==> config.mk <==
export PLATFORM = sky130hd
export DESIGN_NAME = seg7_scan_mux_flat
export DESIGN_NICKNAME = d
export VERILOG_FILES = /design/src/rtl/seg7_scan_mux_if.sv /design/src/rtl/seg7_scan_mux.sv /design/src/flat_wrapper.sv
export SDC_FILE = /design/constraint.sdc
export NUM_CORES = 1
export LEC_CHECK = 0
export ABC_AREA = 1
export CAP_MARGIN = 20
export CORE_ASPECT_RATIO = 0.7
export CORE_UTILIZATION = 59
export CTS_BUF_LIST = sky130_fd_sc_hd__clkbuf_4
export DETAILED_ROUTE_END_ITERATION = 16
export GPL_TIMING_DRIVEN = 0
export PLACE_DENSITY = 0.95
export SLEW_MARGIN = 15
export SYNTH_ARGS = -nofsm -noshare
export SYNTH_HDL_FRONTEND = slang
export SYNTH_SLANG_ARGS = --single-unit
==> constraint.sdc <==
create_clock -name clock -period 4.5 [get_ports clock]
set_input_delay 0.9 -clock clock [delete_from_list [all_inputs] [get_ports clock]]
set_output_delay 0.9 -clock clock [all_outputs]
set_load 0.005 [all_outputs]
==> src/rtl/seg7_scan_mux_if.sv <==
// Value/display bundle between the datapath (master) and the 7-segment scan driver (slave).
interface seg7_scan_mux_if #(
  parameter int NUM_DIGITS  = 8,
  parameter int BRIGHT_BITS = 3
);
  logic [4*NUM_DIGITS-1:0] value;
  logic [NUM_DIGITS-1:0]   dots;
  logic                    blank_lz;
  logic [BRIGHT_BITS-1:0]  brightness;
  logic [7:0]              segment;
  logic [NUM_DIGITS-1:0]   digit;
  logic                    frame_start;

  modport master (
    output value, dots, blank_lz, brightness,
    input  segment, digit, frame_start
  );

  modport slave (
    input  value, dots, blank_lz, brightness,
    output segment, digit, frame_start
  );
endinterface

==> src/rtl/seg7_scan_mux.sv <==
// Multiplexed hex display driver: scans NUM_DIGITS digits with PWM dimming,
// leading-zero blanking and a once-per-frame input snapshot so a frame never tears.
module seg7_scan_mux #(
  parameter int NUM_DIGITS  = 8,
  parameter int PRESCALE    = 1024,
  parameter int BRIGHT_BITS = 3,
  parameter int ACTIVE_LOW  = 1
) (
  input logic            clock,
  input logic            reset,
  seg7_scan_mux_if.slave bus
);
  localparam int CNT_W = (PRESCALE > 1) ? $clog2(PRESCALE) : 1;
  localparam int IDX_W = $clog2(NUM_DIGITS);
  localparam logic [CNT_W-1:0]       CNT_MAX = CNT_W'(PRESCALE - 1);
  localparam logic [BRIGHT_BITS-1:0] PH_MAX  = {BRIGHT_BITS{1'b1}};
  localparam logic [IDX_W-1:0]       IDX_MAX = IDX_W'(NUM_DIGITS - 1);
  localparam logic                   POL     = (ACTIVE_LOW != 0);

  function automatic logic [6:0] font(input logic [3:0] nib);
    logic [6:0] f;
    case (nib)
      4'h0:    f = 7'h3F;
      4'h1:    f = 7'h06;
      4'h2:    f = 7'h5B;
      4'h3:    f = 7'h4F;
      4'h4:    f = 7'h66;
      4'h5:    f = 7'h6D;
      4'h6:    f = 7'h7D;
      4'h7:    f = 7'h07;
      4'h8:    f = 7'h7F;
      4'h9:    f = 7'h6F;
      4'hA:    f = 7'h77;
      4'hB:    f = 7'h7C;
      4'hC:    f = 7'h39;
      4'hD:    f = 7'h5E;
      4'hE:    f = 7'h79;
      default: f = 7'h71;
    endcase
    return f;
  endfunction

  logic [4*NUM_DIGITS-1:0] value_q;
  logic [NUM_DIGITS-1:0]   dots_q;
  logic                    blank_lz_q;
  logic [BRIGHT_BITS-1:0]  bright_q;
  logic [CNT_W-1:0]        cnt_q, cnt_d;
  logic [BRIGHT_BITS-1:0]  ph_q, ph_d;
  logic [IDX_W-1:0]        idx_q, idx_d;
  logic [7:0]              seg_q, seg_d;
  logic [NUM_DIGITS-1:0]   dig_q, dig_d;
  logic                    fs_q, fs_d;

  logic                    cnt_wrap_s, ph_wrap_s, frame_end_s, en_s, zero_run_s;
  logic [NUM_DIGITS-1:0]   blank_s;
  logic [3:0]              nib_s;
  logic [7:0]              seg_hi_s;
  logic [NUM_DIGITS-1:0]   dig_hi_s;

  // Scan counters, blanking mask and next output image from the pre-edge state
  always_comb begin
    cnt_wrap_s  = (cnt_q == CNT_MAX);
    ph_wrap_s   = (ph_q == PH_MAX);
    frame_end_s = cnt_wrap_s && ph_wrap_s && (idx_q == IDX_MAX);

    cnt_d = cnt_wrap_s ? '0 : cnt_q + CNT_W'(1);
    ph_d  = ph_q;
    idx_d = idx_q;
    if (cnt_wrap_s) begin
      ph_d = ph_q + BRIGHT_BITS'(1);
      if (ph_wrap_s) begin
        idx_d = (idx_q == IDX_MAX) ? '0 : idx_q + IDX_W'(1);
      end else begin
        idx_d = idx_q;
      end
    end else begin
      ph_d = ph_q;
    end

    // A digit is blank only if it and every more significant nibble are zero
    zero_run_s = 1'b1;
    blank_s    = '0;
    for (int i = NUM_DIGITS - 1; i >= 0; i--) begin
      zero_run_s = zero_run_s && (value_q[4*i +: 4] == 4'h0);
      if (i != 0) begin
        blank_s[i] = zero_run_s && blank_lz_q;
      end else begin
        blank_s[i] = 1'b0;
      end
    end

    nib_s    = value_q[{idx_q, 2'b00} +: 4];
    en_s     = (ph_q <= bright_q);
    seg_hi_s = 8'h00;
    dig_hi_s = '0;
    if (en_s) begin
      seg_hi_s        = {dots_q[idx_q], blank_s[idx_q] ? 7'h00 : font(nib_s)};
      dig_hi_s[idx_q] = 1'b1;
    end else begin
      seg_hi_s = 8'h00;
    end

    seg_d = seg_hi_s ^ {8{POL}};
    dig_d = dig_hi_s ^ {NUM_DIGITS{POL}};
    fs_d  = (cnt_q == '0) && (ph_q == '0) && (idx_q == '0);
  end

  // State, snapshot and output registers with synchronous reset
  always_ff @(posedge clock) begin
    if (reset) begin
      cnt_q      <= '0;
      ph_q       <= '0;
      idx_q      <= '0;
      seg_q      <= {8{POL}};
      dig_q      <= {NUM_DIGITS{POL}};
      fs_q       <= 1'b0;
      value_q    <= bus.value;
      dots_q     <= bus.dots;
      blank_lz_q <= bus.blank_lz;
      bright_q   <= bus.brightness;
    end else begin
      cnt_q <= cnt_d;
      ph_q  <= ph_d;
      idx_q <= idx_d;
      seg_q <= seg_d;
      dig_q <= dig_d;
      fs_q  <= fs_d;
      if (frame_end_s) begin
        value_q    <= bus.value;
        dots_q     <= bus.dots;
        blank_lz_q <= bus.blank_lz;
        bright_q   <= bus.brightness;
      end else begin
        value_q    <= value_q;
        dots_q     <= dots_q;
        blank_lz_q <= blank_lz_q;
        bright_q   <= bright_q;
      end
    end
  end

  assign bus.segment     = seg_q;
  assign bus.digit       = dig_q;
  assign bus.frame_start = fs_q;
endmodule

==> src/flat_wrapper.sv <==
// flat-port wrapper written by rule: the top's interface ports become plain ports
module seg7_scan_mux_flat 
#(
  parameter int NUM_DIGITS  = 8,
  parameter int PRESCALE    = 1024,
  parameter int BRIGHT_BITS = 3,
  parameter int ACTIVE_LOW  = 1
)
  (clock, reset, bus_value, bus_dots, bus_blank_lz, bus_brightness, bus_segment, bus_digit, bus_frame_start);
  seg7_scan_mux_if #(.NUM_DIGITS(NUM_DIGITS), .BRIGHT_BITS(BRIGHT_BITS)) bus_i ();
  input logic clock;
  input logic reset;
  input wire logic [$bits(bus_i.value)-1:0] bus_value;
  input wire logic [$bits(bus_i.dots)-1:0] bus_dots;
  input wire logic [$bits(bus_i.blank_lz)-1:0] bus_blank_lz;
  input wire logic [$bits(bus_i.brightness)-1:0] bus_brightness;
  output wire logic [$bits(bus_i.segment)-1:0] bus_segment;
  output wire logic [$bits(bus_i.digit)-1:0] bus_digit;
  output wire logic [$bits(bus_i.frame_start)-1:0] bus_frame_start;
  assign bus_i.value = bus_value;
  assign bus_i.dots = bus_dots;
  assign bus_i.blank_lz = bus_blank_lz;
  assign bus_i.brightness = bus_brightness;
  assign bus_segment = bus_i.segment;
  assign bus_digit = bus_i.digit;
  assign bus_frame_start = bus_i.frame_start;
  seg7_scan_mux #(.NUM_DIGITS(NUM_DIGITS), .PRESCALE(PRESCALE), .BRIGHT_BITS(BRIGHT_BITS), .ACTIVE_LOW(ACTIVE_LOW)) u_core (.clock(clock), .reset(reset), .bus(bus_i));
endmodule
==> results.md <==
| Stage | Item | Value |
| --- | --- | --- |
| yosys | Area share of the largest cell type after synthesis | 36.1% |
| yosys | Number of flops mapped to enable cells by yosys | 44 |
| detailed routing | Met1 wire length | 3320 um |
| sta | Worst-case headroom to the max-slew limit | 68.5% |
| detailed routing | Antenna-violating nets left | 0 |
| pwr | Power per cell area | 299 nW/um^2 |
| worst setup path | Critical path type | reg -> reg |
| detailed routing | Routed wire length | 8540 um |
| sta | Final setup violation count | 0 |
| die | Floorplan row count | 23 |
| place | HPWL reported at the end of detailed placement | 6400 um |
| die | Chip Height | 67.9 um |
| sta | Setup repair after global routing missed its margin | false |
| yosys | Yosys synthesis warning count | 0 |
| pwr | Post-layout total power | 1.36 mW |
| yosys | Syn nets | 463 |
| yosys | Number of instances in the synthesized netlist | 400 |
| detailed routing | Iteration-0 DRC Markers | 307 |
| cells and area | Final design instance area without fill | 4550 um^2 |
| global route | Maximum number of pins on one net before global-route repair | 30 |
| worst setup path | Critical path startpoint | u_core.cnt_q[0] |
| yosys | Cell with the most instances after synthesis | nand2_1 |
| clock tree | Clock Sinks | 77 |
| status | Result of the run | finished, final reports clean |
| cells and area | Final instance count without filler cells | 554 |
| yosys | Synth cell types | 35 |
| yosys | Post-synthesis xor/xnor area fraction | 0.239% |
| die | IO Count | 63 |
| detailed routing | Average wire per standard cell | 15.4 um |
| sta | Final count of pins violating max slew | 0 |
| global route | Wire length of the first global-routing pass | 14000 um |
| yosys | Most area-consuming cells after synthesis | edfxtp_1 36%, dfxtp_1 18%, nand2_1 11%, ha_1 5.8%, inv_1 4.5% |
| clock tree | Maximum root-to-sink buffer count | 2 |
| job | Reported max-cap violation count | 0 |
| sta | Fin crit share | 54.5% |
| yosys | Most used flip-flop cell after synthesis | edfxtp_1 |
| yosys | Fraction of the mapped netlist area in compound gates | 5.20% |
| cells and area | Signed area change from the synthesized netlist to the final layout | 24.3% |
| yosys | Largest family of logic cells by synthesized area | simple AND/OR/NAND/NOR gates |
| sta | Final worst path period need | 2450 ps |
| pwr | Lkg Pwr | 2.00 nW |
| clock tree | H-tree depth reported by CTS | 3 |
| detailed routing | Detailed Routing Iterations Pass 1 | 5 |
| clock tree | Post_cts resized | 0 |
| worst setup path | Type of element launching the critical path | register |
| die | Die X | 96.1 um |
| worst setup path | Endpoint kind of the worst setup timing path | register |
| yosys | Top cell type by total area after synthesis | edfxtp_1 |
| die | Core area | 5840 um^2 |
| cells and area | Layout net count | 537 |
| place | Total instance count after detailed placement | 538 |
| detailed routing | DRC errors left | 0 |
| sta | Hold Slack | 481 ps |
| detailed routing | Topmost layer with routed signal wires | met4 |
| sta | Clock skew | 13.9 ps |
| yosys | Register bit total from synthesis | 77 |
| clock tree | Skew-Pair Late Insertion Delay | 440 ps |
| detailed routing | Met3 Wirelength | 783 um |
| sta | Fmax | 408 MHz |
| worst setup path | Worst-case reg-to-reg path depth | 10 |
| global route | Via count of the first global-routing pass | 3008 |
| min path | Class of the tightest hold or removal check | reg -> reg |
| worst setup path | Data required time of the worst path | 4660 ps |
| yosys | Post-synthesis share of cell area spent on full adders, half adders and majority gates | 5.81% |
| worst setup path | Reg-to-Reg Start | u_core.cnt_q[0] |
| min path | Worst Hold Depth | 1 |
| die | Starting utilization of the core area | 62.6% |
| clock tree | Clock root cell | clkbuf_4 |
| worst setup path | Largest fanout of any net on the critical path | 29 |
| place | Number of buffers inserted by port buffering | 62 |
| clock tree | Buffer count from post-CTS setup fixing | 0 |
| detailed routing | Via count normalized by instance count | 5.56 |
| cells and area | Fraction of final layout cells sized beyond drive strength 1 | 10.6% |
| clock tree | Inserted Clock Buffers | 9 |
| yosys | Ys async rst share | 0% |
| yosys | Cell types with the highest counts after synthesis | 106 x nand2_1, 44 x edfxtp_1, 44 x inv_1 |
| cells and area | Count of antenna diodes in the layout | 0 |
| sta | Number of hold violations in the final report | 0 |
| clock tree | Clock transition time at the flip-flop clock pins of the worst setup and hold paths | 130 ps |
| global route | Initial antenna violation count | 0 |
| sta | Worst-Margin Slew | 471 ps |
| detailed routing | Overall via count from detail_route | 3078 |
| global route | GRT Util Overall | 29.7% |
| min path | Startpoint of the lowest-slack hold path | u_core.cnt_q[0] |
| place | DP Area | 4400 um^2 |
| detailed routing | Total length of routed met2 wires | 4190 um |
| yosys | Simple-gate area share of the yosys netlist | 27.5% |
| clock tree | TritonCTS clock tree | done |
| yosys | Multiplexer area fraction after synthesis | 0% |
| pwr | Maximum ir drop on the vdd rail | 0.197 mV |
| yosys | Area of the mapped netlist | 3660 um^2 |
| cells and area | Number of filler cells placed in the layout | 346 |
| sta | Summed negative setup slack over all endpoints | 0 ps |
| global route | Remaining global-route overflow | 0 |
| yosys | Share of synthesized area occupied by flip-flops and latches | 54.2% |
| place | GP Congestion | 0.931 |
| clock tree | Quantity of hold-fixing buffers added after cts | 0 |
| worst setup path | Signal arrival time at the worst endpoint | 2610 ps |
| yosys | Mean cell area of the mapped netlist | 9.15 um^2 |
| die | Die area | 6530 um^2 |
| worst setup path | R2R setup slack | 2050 ps |
-- power by group --
part	switching, mW	internal [mW]	total [mW]
Clock	0.255	0.181	0.436
Sequential	0.0145	0.778	0.793
Combinational	0.0608	0.0708	0.132
Total	0.330	1.03	1.36
-- layout make-up --
type | count | area (um^2) | share of cell area (%)
plain buffers | 6 | 57.6 | 1.26
clock inverters | 6 | 71.3 | 1.57
clock buffers | 10 | 75.1 | 1.65
multi-input cells | 264 | 1420 | 31.2
well taps | 75 | 93.8 | 2.06
flip-flops and latches | 77 | 1980 | 43.6
inverters | 53 | 203 | 4.45
repair buffers | 63 | 648 | 14.2
-- cells in the final DEF (no fill, tap or decap), types with 2 or more instances in the layout --
cell and n:
nand3_1 31, nand2_1 105, clkinv_1 3, o22ai_1 3, nand2_4 5, dfxtp_1 33, nand3_2 5, o21ai_0 11
clkbuf_4 10, nor2_2 2, nand3b_1 2, clkdlybuf4s50_1 62, nor2_4 3, edfxtp_1 44, nor2_1 43, a21oi_1 9
nand4_1 3, inv_2 4, a211oi_1 5, inv_1 44, clkinv_2 2, ha_1 17, nor3_1 6, nand2_2 4
o21ai_1 2, buf_6 4
-- sequential cells by signal (all words and copies together) (netlist names) --
name and cells:
u_core.value_q 32, u_core.cnt_q 10, u_core.bus.digit 8, u_core.bus.segment 8, u_core.dots_q 8, u_core.bright_q 3
u_core.idx_q 3, u_core.ph_q 3, u_core.blank_lz_q 1, u_core.bus.frame_start 1
-- per-stage QoR --
step | setup slack, ps | utilization (%)
after floorplan | 1940 | -
after global placement | 1150 | 74.9
after detailed placement | 1830 | 75.4
after CTS | 2120 | 77.9
after global routing | 1850 | 77.9
final | 2050 | 77.9
-- per-layer routing --
layer  track usage (%)  vias up
met5                 0        -
met4              13.1        0
met3              8.89       33
met2              50.7      175
met1              35.2     1412
li1                  -     1458
-- kinds of logic after synthesis --
kind of cell / Yosys count
simple gates: 213
buf+inv: 59
fa+ha+maj: 17
xor+xnor: 1
compound gates: 33
flops: 77
-- worst paths after layout --
check	to
worst max-delay path	u_core.value_q[11]
worst min-delay path	u_core.cnt_q[0]
worst max register to register	u_core.value_q[11]
worst min register to register	u_core.cnt_q[0]
-- worst max-delay path, cell delays in order, from the launching register on --
cell,delay (ps)
dfxtp_1,390
ha_1,190
nand2_1,60
inv_1,70
nand2_1,90
nor2_2,280
nand4_2,250
clkinv_1,140
nand2_1,80
nand2_2,370
buf_16,240
Power figures use the tool's default switching activity.
